### config.mk
export PLATFORM = sky130hd
export DESIGN_NAME = gopf_poly_mul_ctrl
export DESIGN_NICKNAME = d
export VERILOG_FILES = /design/src/rtl/gopf_poly_mul_ctrl.sv
export SDC_FILE = /design/constraint.sdc
export NUM_CORES = 2
export LEC_CHECK = 0
export ABC_AREA = 1
export CORE_AREA = 2 2 465 467
export CTS_BUF_LIST = sky130_fd_sc_hd__clkbuf_4 sky130_fd_sc_hd__clkbuf_8 sky130_fd_sc_hd__clkbuf_16
export DETAILED_ROUTE_END_ITERATION = 10
export DIE_AREA = 0 0 467 469
export GPL_TIMING_DRIVEN = 0
export PLACE_DENSITY_LB_ADDON = 0.08
export SLEW_MARGIN = 15
export SYNTH_ARGS = -nofsm -noshare
export SYNTH_HDL_FRONTEND = slang
export SYNTH_SLANG_ARGS = --single-unit
export TNS_END_PERCENT = 20
### constraint.sdc
create_clock -name clk -period 4.7 [get_ports clk]
set_clock_uncertainty 0.1 [all_clocks]
set_input_delay 1.175 -clock clk [delete_from_list [all_inputs] [get_ports clk]]
set_output_delay 1.175 -clock clk [all_outputs]
set_load 0.05 [all_outputs]
### src/rtl/gopf_poly_mul_ctrl.sv
// ----------------------------------------------------------------------------
// gopf_poly_mul_ctrl
//
// Controller for C = A*B mod g(x) (optionally XOR an accumulate operand) over
// polynomials of N coefficients in GF(2^W), with g monic of degree N. B is
// consumed Horner-style, MSB coefficient first. The controller never
// multiplies coefficients itself. Every scalar product is requested from an
// external coefficient MAC array as a pass of the form res = s*v XOR add.
//
// Ports
//   clk, rst_b        clock (rising edge); asynchronous active-low reset
//   start, acc_en     request and accumulate select (sampled only in IDLE)
//   multiplicand      A, coefficient k at [k*W +: W]
//   multiplier        B, same packing
//   mod               g(x) without its x^N term
//   acc_in            accumulate operand
//   mul_out           result, valid from the FIN cycle until the next accept
//   mul_done          one-cycle pulse in FIN
//   busy              high whenever the FSM is not in IDLE
//   arr_req           one-cycle pass request to the MAC array
//   arr_s/v/add       pass operands, held from arr_req until the capture edge
//   arr_res           arr_s*arr_v XOR arr_add, valid LAT cycles after arr_req
//   dbg_state_o       current FSM state (debug)
//
// Handshake: start is accepted only on a rising edge where the FSM is in IDLE
// (busy = 0). The run ends with mul_done high for exactly one cycle. For the
// array, arr_req is high for one cycle per pass with no back-pressure. The
// result is captured on the edge that ends the LAT-th cycle after arr_req.
// ----------------------------------------------------------------------------
module gopf_poly_mul_ctrl #(
    parameter int N   = 9,
    parameter int W   = 16,
    parameter int LAT = 1
) (
    input  logic           clk,
    input  logic           rst_b,
    input  logic           start,
    input  logic           acc_en,
    input  logic [N*W-1:0] multiplicand,
    input  logic [N*W-1:0] multiplier,
    input  logic [N*W-1:0] mod,
    input  logic [N*W-1:0] acc_in,
    output logic [N*W-1:0] mul_out,
    output logic           mul_done,
    output logic           busy,
    output logic           arr_req,
    output logic [W-1:0]   arr_s,
    output logic [N*W-1:0] arr_v,
    output logic [N*W-1:0] arr_add,
    input  logic [N*W-1:0] arr_res,
    output logic [2:0]     dbg_state_o
);

    localparam int NW = N * W;
    localparam int IW = (N > 1) ? $clog2(N) : 1;
    localparam int CW = (LAT > 1) ? $clog2(LAT) : 1;
    localparam logic [IW-1:0] IDX_ONE   = IW'(1);
    localparam logic [CW-1:0] WAIT_INIT = CW'(LAT - 1);
    localparam logic [CW-1:0] WAIT_ONE  = CW'(1);

    typedef enum logic [2:0] {
        S_IDLE = 3'd0,
        S_SCAN = 3'd1,
        S_RED  = 3'd2,
        S_MAC  = 3'd3,
        S_WAIT = 3'd4,
        S_FIN  = 3'd5
    } state_e;

    state_e          state_q, state_d;
    logic [NW-1:0]   a_q, b_q, g_q, acc_q;
    logic            acc_en_q;
    logic [NW-1:0]   c_q, c_d;
    logic [IW-1:0]   i_q, i_d;
    logic [IW-1:0]   d_q, d_d;
    logic            ret_mac_q, ret_mac_d;   // 1: pass came from RED, resume in MAC
    logic [CW-1:0]   wcnt_q, wcnt_d;
    logic [NW-1:0]   mul_out_q, mul_out_d;

    logic            accept;
    logic            next_go;
    logic [NW-1:0]   c_next;
    logic [W-1:0]    b_i;
    logic [W-1:0]    c_top;
    logic [NW-1:0]   c_shift;
    logic [NW-1:0]   acc_mask;
    logic [IW-1:0]   d_scan;
    logic            b_zero;
    logic            red_pass, mac_pass;
    logic            use_red, use_mac;

    // Highest nonzero coefficient of B; the last match in ascending order wins.
    always_comb begin
        d_scan = '0;
        b_zero = 1'b1;
        for (int k = 0; k < N; k++) begin
            if (b_q[k*W +: W] != '0) begin
                d_scan = IW'(k);
                b_zero = 1'b0;
            end
        end
    end

    always_comb begin
        b_i = '0;
        for (int k = 0; k < N; k++) begin
            if (i_q == IW'(k)) b_i = b_q[k*W +: W];
        end
    end

    assign c_top    = c_q[NW-1 -: W];
    assign c_shift  = {c_q[NW-W-1:0], {W{1'b0}}};
    assign acc_mask = acc_en_q ? acc_q : '0;
    // At i = d the accumulator is still zero, so the reduction is skipped.
    assign red_pass = (i_q != d_q) && (c_top != '0);
    assign mac_pass = (b_i != '0);

    // Operands are derived from registers that do not change while a pass is
    // in flight (C is only written at the capture edge), so they stay stable.
    assign use_red = (state_q == S_RED) || ((state_q == S_WAIT) && ret_mac_q);
    assign use_mac = (state_q == S_MAC) || ((state_q == S_WAIT) && !ret_mac_q);

    always_comb begin
        arr_s   = '0;
        arr_v   = '0;
        arr_add = '0;
        if (use_red) begin
            arr_s   = c_top;
            arr_v   = g_q;
            arr_add = c_shift;
        end else if (use_mac) begin
            arr_s   = b_i;
            arr_v   = a_q;
            arr_add = c_q;
        end
    end

    always_comb begin
        state_d   = state_q;
        c_d       = c_q;
        i_d       = i_q;
        d_d       = d_q;
        ret_mac_d = ret_mac_q;
        wcnt_d    = wcnt_q;
        mul_out_d = mul_out_q;
        arr_req   = 1'b0;
        accept    = 1'b0;
        next_go   = 1'b0;
        c_next    = c_q;

        case (state_q)
            S_IDLE: begin
                if (start) begin
                    accept  = 1'b1;
                    state_d = S_SCAN;
                end
            end
            S_SCAN: begin
                c_d = '0;
                if (b_zero) begin
                    mul_out_d = acc_mask;
                    state_d   = S_FIN;
                end else begin
                    i_d     = d_scan;
                    d_d     = d_scan;
                    state_d = S_RED;
                end
            end
            S_RED: begin
                if (red_pass) begin
                    arr_req   = 1'b1;
                    ret_mac_d = 1'b1;
                    wcnt_d    = WAIT_INIT;
                    state_d   = S_WAIT;
                end else begin
                    c_d     = c_shift;
                    state_d = S_MAC;
                end
            end
            S_MAC: begin
                if (mac_pass) begin
                    arr_req   = 1'b1;
                    ret_mac_d = 1'b0;
                    wcnt_d    = WAIT_INIT;
                    state_d   = S_WAIT;
                end else begin
                    next_go = 1'b1;
                    c_next  = c_q;
                end
            end
            S_WAIT: begin
                if (wcnt_q == '0) begin
                    c_d = arr_res;
                    if (ret_mac_q) begin
                        state_d = S_MAC;
                    end else begin
                        next_go = 1'b1;
                        c_next  = arr_res;
                    end
                end else begin
                    wcnt_d = wcnt_q - WAIT_ONE;
                end
            end
            S_FIN: begin
                state_d = S_IDLE;
            end
            default: begin
                state_d = S_IDLE;
            end
        endcase

        // NEXT step, shared by MAC without a pass and by WAIT returning from MAC.
        if (next_go) begin
            if (i_q == '0) begin
                mul_out_d = c_next ^ acc_mask;
                state_d   = S_FIN;
            end else begin
                i_d     = i_q - IDX_ONE;
                state_d = S_RED;
            end
        end
    end

    always_ff @(posedge clk or negedge rst_b) begin
        if (!rst_b) begin
            state_q   <= S_IDLE;
            a_q       <= '0;
            b_q       <= '0;
            g_q       <= '0;
            acc_q     <= '0;
            acc_en_q  <= 1'b0;
            c_q       <= '0;
            i_q       <= '0;
            d_q       <= '0;
            ret_mac_q <= 1'b0;
            wcnt_q    <= '0;
            mul_out_q <= '0;
        end else begin
            state_q   <= state_d;
            c_q       <= c_d;
            i_q       <= i_d;
            d_q       <= d_d;
            ret_mac_q <= ret_mac_d;
            wcnt_q    <= wcnt_d;
            mul_out_q <= mul_out_d;
            if (accept) begin
                a_q      <= multiplicand;
                b_q      <= multiplier;
                g_q      <= mod;
                acc_q    <= acc_in;
                acc_en_q <= acc_en;
            end
        end
    end

    assign mul_out     = mul_out_q;
    assign mul_done    = (state_q == S_FIN);
    assign busy        = (state_q != S_IDLE);
    assign dbg_state_o = state_q;

endmodule

Yosys cells after proc, flatten, opt, wreduce, memory -nomap -nowiden
Index checks and enable logic that the tools add are counted.
{"block": "totals", "regBits": 878, "elab_cells": 137}
{"block": "op_classes", "add_sub_neg": 2, "n_mux": 71, "bitwise": 2, "eq_ne": 22, "n_reduce_logical": 28}
{"cell": "144-bit two-way mux", "n": 14}
{"cell": "144-bit one-hot mux with 3 select lines", "n": 1}
{"cell": "16-bit two-way mux", "n": 11}
{"cell": "16-bit nonzero test", "n": 11}
{"cell": "144-bit XOR", "n": 1}
{"cell": "4-bit two-way mux", "n": 11}
{"cell": "3-bit two-way mux", "n": 8}
{"cell": "1-bit two-way mux", "n": 21}
{"cell": "4-bit by 3-bit equality test with 1-bit output (second input constant)", "n": 4}
{"cell": "3-bit one-hot mux with 5 select lines", "n": 1}
{"cell": "3-bit inequality test (second input constant)", "n": 4}
{"cell": "3-bit AND reduction", "n": 3}
{"cell": "3-bit nonzero test", "n": 3}
{"cell": "4-bit by 2-bit equality test with 1-bit output (second input constant)", "n": 2}
{"cell": "2-bit inequality test (second input constant)", "n": 4}
{"cell": "3-bit by 2-bit equality test with 1-bit output (second input constant)", "n": 2}
{"cell": "3-bit equality test (second input constant)", "n": 2}
{"cell": "1-bit one-hot mux with 2 select lines", "n": 3}
{"cell": "4-bit by 1-bit equality test with 1-bit output (second input constant)", "n": 1}
{"cell": "4-bit equality test (second input constant)", "n": 1}
{"cell": "4-bit zero test", "n": 1}
{"cell": "4-bit inequality test", "n": 1}
{"cell": "4-bit AND reduction", "n": 1}
{"cell": "4-bit by 1-bit subtractor with 4-bit output (second input constant)", "n": 1}
{"cell": "10 further kinds", "n": 13}

Depth between registers and ports, before layout
{"block": "logic_depth", "ltp_word": 15, "ltp_mapped": 25, "ltp_nobuf": 21}

Worst setup path before layout
OpenSTA, ideal clock, no wires.
{"block": "synth_path", "kind": "register -> output", "start": "reg state_q[1] (netlist: dbg_state_o[1])", "end": "out arr_s[0]", "stages_incl_launch_ff": 8, "arrival_ns": 2.813, "slack_ns": 0.612, "path_buffers": 2, "cell_sequence": "dfrtp_1 nor2_1 inv_1 nor2_1 a21oi_1 clkbuf_1 clkbuf_1 o21ai_0"}
{"block": "synth_via", "elab_chain_cells": 5, "word_cells_on_any_way": 9, "classes_between": "3 x eq/ne; 2 x mux; 4 x reduce/logical"}
{"item": "start: declaration", "line_no": "70", "text": "state_e state_q, state_d;"}
{"item": "start signal: assignment", "line_no": "239", "text": "state_q <= state_d;"}
{"item": "3-bit equality test", "line_no": "120, 121"}
{"item": "1-bit logical AND", "line_no": "121", "text": "assign use_mac = (state_q == S_MAC) || ((state_q == S_WAIT) && !ret_mac_q);"}
{"item": "1-bit logical OR", "line_no": "121"}
{"item": "16-bit two-way mux", "line_no": "131", "text": "end else if (use_mac) begin"}
{"item": "16-bit two-way mux *", "line_no": "127", "text": "if (use_red) begin"}
{"item": "end: declaration", "line_no": "47", "text": "output logic [W-1:0] arr_s,"}
Every way passes the cells marked *; elsewhere a longest branch is shown, timed or not.

Final worst setup path
{"block": "layout_path", "start": "reg i_q[1]", "end": "out arr_req"}
{"block": "layout_via", "elab_chain_cells": 13, "word_cells_on_any_way": 24, "classes_between": "9 x eq/ne; 12 x mux; 3 x reduce/logical"}
{"item": "start: declaration", "line_no": "74", "text": "logic [IW-1:0] i_q, i_d;"}
{"item": "start signal: assignment", "line_no": "241", "text": "i_q <= i_d;"}
{"item": "4-bit zero test", "line_no": "107", "text": "if (i_q == IW'(k)) b_i = b_q[k*W +: W];"}
{"item": "16-bit two-way mux (9 in series)", "line_no": "107"}
{"item": "16-bit nonzero test", "line_no": "116", "text": "assign mac_pass = (b_i != '0);"}
{"item": "1-bit two-way mux", "line_no": "181", "text": "if (mac_pass) begin"}
{"item": "1-bit one-hot mux with 2 select lines *", "line_no": "151", "text": "case (state_q)"}
{"item": "end: declaration", "line_no": "46", "text": "output logic arr_req,"}
Marks and branches as above.

==> qor.yml <==
core_um2: 214000
vdd_ir_drop_max_uv: 406
cts_tree: "built"
final_common_cell: "nand2_1"
stdcell_area_um2: 63700
yosys_register_bits: 877
critPathMaxFanout: 10
route.detailed.vias_per_inst: 4.54
finalCritPeriodShare_pct: 99.8
synthTopCellsByArea: "dfrtp_1 (49%), nand2_1 (11%), mux2_2 (9.5%), o21ai_0 (7.2%), inv_1 (4.7%)"
fmax_ghz: 0.213
crit_top_cell: "nand2_1"
dr.first_iter.drc_count: 2790
avgSynthCellArea_um2: 8.44
final-max-slew-violation-count: 0
chipWidth_um: 467
worstSetupPathType: "flop to output pin"
crit_arrival_ns: 3.41
ys_seq_area_share_pct: 49.5
end_kind: "output pin"
cts_root_buffer: "clkbuf_16"
fill_cells: 23200
dp.final_hpwl_mm: 215
post-route-drc-count: 0
grt_overflow_total: 0
wl_per_cell_um: 27.9
grt_use_met1_pct: 26.3
rsz0062_at_grt: "true"
synth_top_area_share_pct: 49.5
synth_cell_types: 37
fin_nets: 7305
hold_buffers: 0
fin_tns_setup_ns: 0
relSlewSlack_pct: 27.2
final_cell_mix: "nand2_1 (1238), dfrtp_1 (874), clkdlybuf4s50_1 (871)"
initial_utilization_pct: 20.8
setup_viol: 0
status: "finished, final reports clean"
ant_nets: 0
antenna_found_initial: 149
num_vias: 43400
crit_path_start_kind: "flop"
drt_wl_total_mm: 266
io_pins: 1178
grt_pass1_wl_mm: 363
grt_max_degree: 133
min_period_ns: 4.69
yosys_warnings: 0
placed_area_um2: 60000
rows: 170
p_per_area_nw_per_um2: 823
cts_sinks: 877
grt_usage_pct: 23.7
portBuffers: 1177
clock_latency_ns: 0.79
worstHoldPathType: "input pin to asynchronous set/reset pin"
hold_viol: 0
busiest_layer: "met2"
cts_buffers: 117
drive_above_1_share_pct: 16.7
worst_slew_pin_slew_ns: 1.09
gp_congestion: 0.893
path_cells: "buf_4, ha_2, nand2_4, buf_6, nand3_1, nand2_1, nand4_1, nand2_1, nand2_1, nand2_1, nand2_1, nor2_1, nand3_1, nor2_2, nand2_1, nand2_1, nand2_1, buf_8"
die-area_um2: 219000
synth_area_um2: 44400
critPathRequiredTime_ns: 3.42
p_leak_uw: 0.0281
firstDrtPassIters: 7
grt_pass1_vias: 44700
syn-num-nets: 5984
die_y_um: 469
syn2layout_area_growth_pct: 43.6
max_cap_violations: 0
synth_cells: 5256
use_met3_pct: 7.40
critPathMaxStageDelay_ns: 0.43
yosysTopAreaCell: "dfrtp_1"
crit_path_top_delay_cell: "dfrtp_2"
cp_top_family: "simple AND/OR/NAND/NOR gates"
globalRouteMet2Util_pct: 42.4
cts_buffer_depth: 3
clk_pin_slew_ns: 0.06
htreeDepth: 3
worst-path-buf-inv: 3
## state kept, by name, summed over array words and instances (netlist names)
name         flops
a_q            144
acc_en_q         1
acc_q          144
b_q            144
c_q            144
d_q              4
dbg_state_o      3
g_q            144
i_q              4
mul_out        144
ret_mac_q        1
## final timing paths
path / startpoint / slack [ns] / cells past startpoint / to
worst max-delay path: i_q[1] / 0.01 / 18 / arr_req
worst min-delay path: rst_b / 0.35 / 2 / acc_q[27]
worst max register to register: b_q[98] / 0.46 / 14 / mul_out[101]
worst min register to register: d_q[1] / 0.40 / 2 / d_q[1]
max in group asynchronous: rst_b / 2.29 / 4 / a_q[25]
min in group clk: d_q[1] / 0.40 / 2 / d_q[1]
## cells in the mapped netlist, drive strengths merged
| master | n |
|---|---|
| a21oi | 225 |
| a31o | 1 |
| and2 | 2 |
| and3 | 1 |
| buf | 62 |
| clkbuf | 297 |
| clkinv | 2 |
| dfrtp | 877 |
| ha | 4 |
| inv | 564 |
| mux2 | 375 |
| nand2 | 1252 |
| nand3 | 179 |
| nand3b | 2 |
| nand4 | 30 |
| nor2 | 289 |
| nor3 | 3 |
| nor4 | 17 |
| o211ai | 1 |
| o21ai | 645 |
| o22ai | 274 |
| o31ai | 1 |
| o41ai | 1 |
| or2 | 3 |
| xnor2 | 122 |
| xor2 | 27 |
## worst reg2reg max path, stage by stage (launching register included)
cell and delay [ns]:
dfrtp_1 0.42, nor2_1 0.11, nand3_1 0.09, nor4_1 0.91, nand2_1 0.22, nor2_1 0.20
nand3_1 0.29, clkbuf_1 0.43, clkbuf_2 0.43, buf_16 0.28, clkbuf_1 0.31, nand2_1 0.12
o21ai_0 0.09, nand2_1 0.09, nand2_1 0.05
## where the power goes
group          internal [µW]  switching [µW]  total [µW]
combinational           8740           20900       29600
sequential             11300            2100       13400
clock                   5450            3930        9380
total                  25500           26900       52400
## routing by layer
layer  vias to the layer above  wire, µm
met5                         -       504
met3                       503     20500
met4                        84     10700
met2                      1568    134000
li1                      19900         -
met1                     21300    101000
## through the flow
step | hold WS (ns) | worst slack [ns] | total power [µW] | utilization [%] | cells
global placement | 0.381 | -44.58 | 43700 | 27.9 | 9271
floorplan | 0.362 | 0.612 | 31000 | - | 5256
finish | 0.351 | 0.0103 | 52400 | 29.8 | 9554
global route | 0.355 | -0.209 | 55700 | 29.8 | 9530
detailed placement | 0.384 | -1.82 | 43700 | 28.1 | 9282
CTS | 0.336 | -0.249 | 53200 | 30.0 | 9499
## repair_timing
action | in CTS | in global routing
hold endpoints to repair | 0 | 0
resized for setup | 1302 | 528
cloned | 0 | 1
pin swaps | 3 | 13
endpoints found under the setup margin | 405 | 285
buffers inserted | 5 | 9
## cell type report
cell class	instances	area, µm²	share of cell area (%)
clock inverter	40	417	0.654
inverter	566	2130	3.35
buffer	358	1640	2.58
clock buffer	173	3530	5.54
multi-input combinational	3454	19200	30.1
tap	2838	3550	5.57
timing repair buffer	1203	11200	17.5
sequential	877	21900	34.5
antenna	45	113	0.177
## kinds of logic after synthesis
logic type / share of synthesized area, %
xor+xnor: 2.94
mux: 9.52
simple gates: 16.0
buf+inv: 8.17
fa+ha+maj: 0.113
flops: 49.5
compound gates: 13.7
No activity file was read; power rests on OpenSTA's default activity.
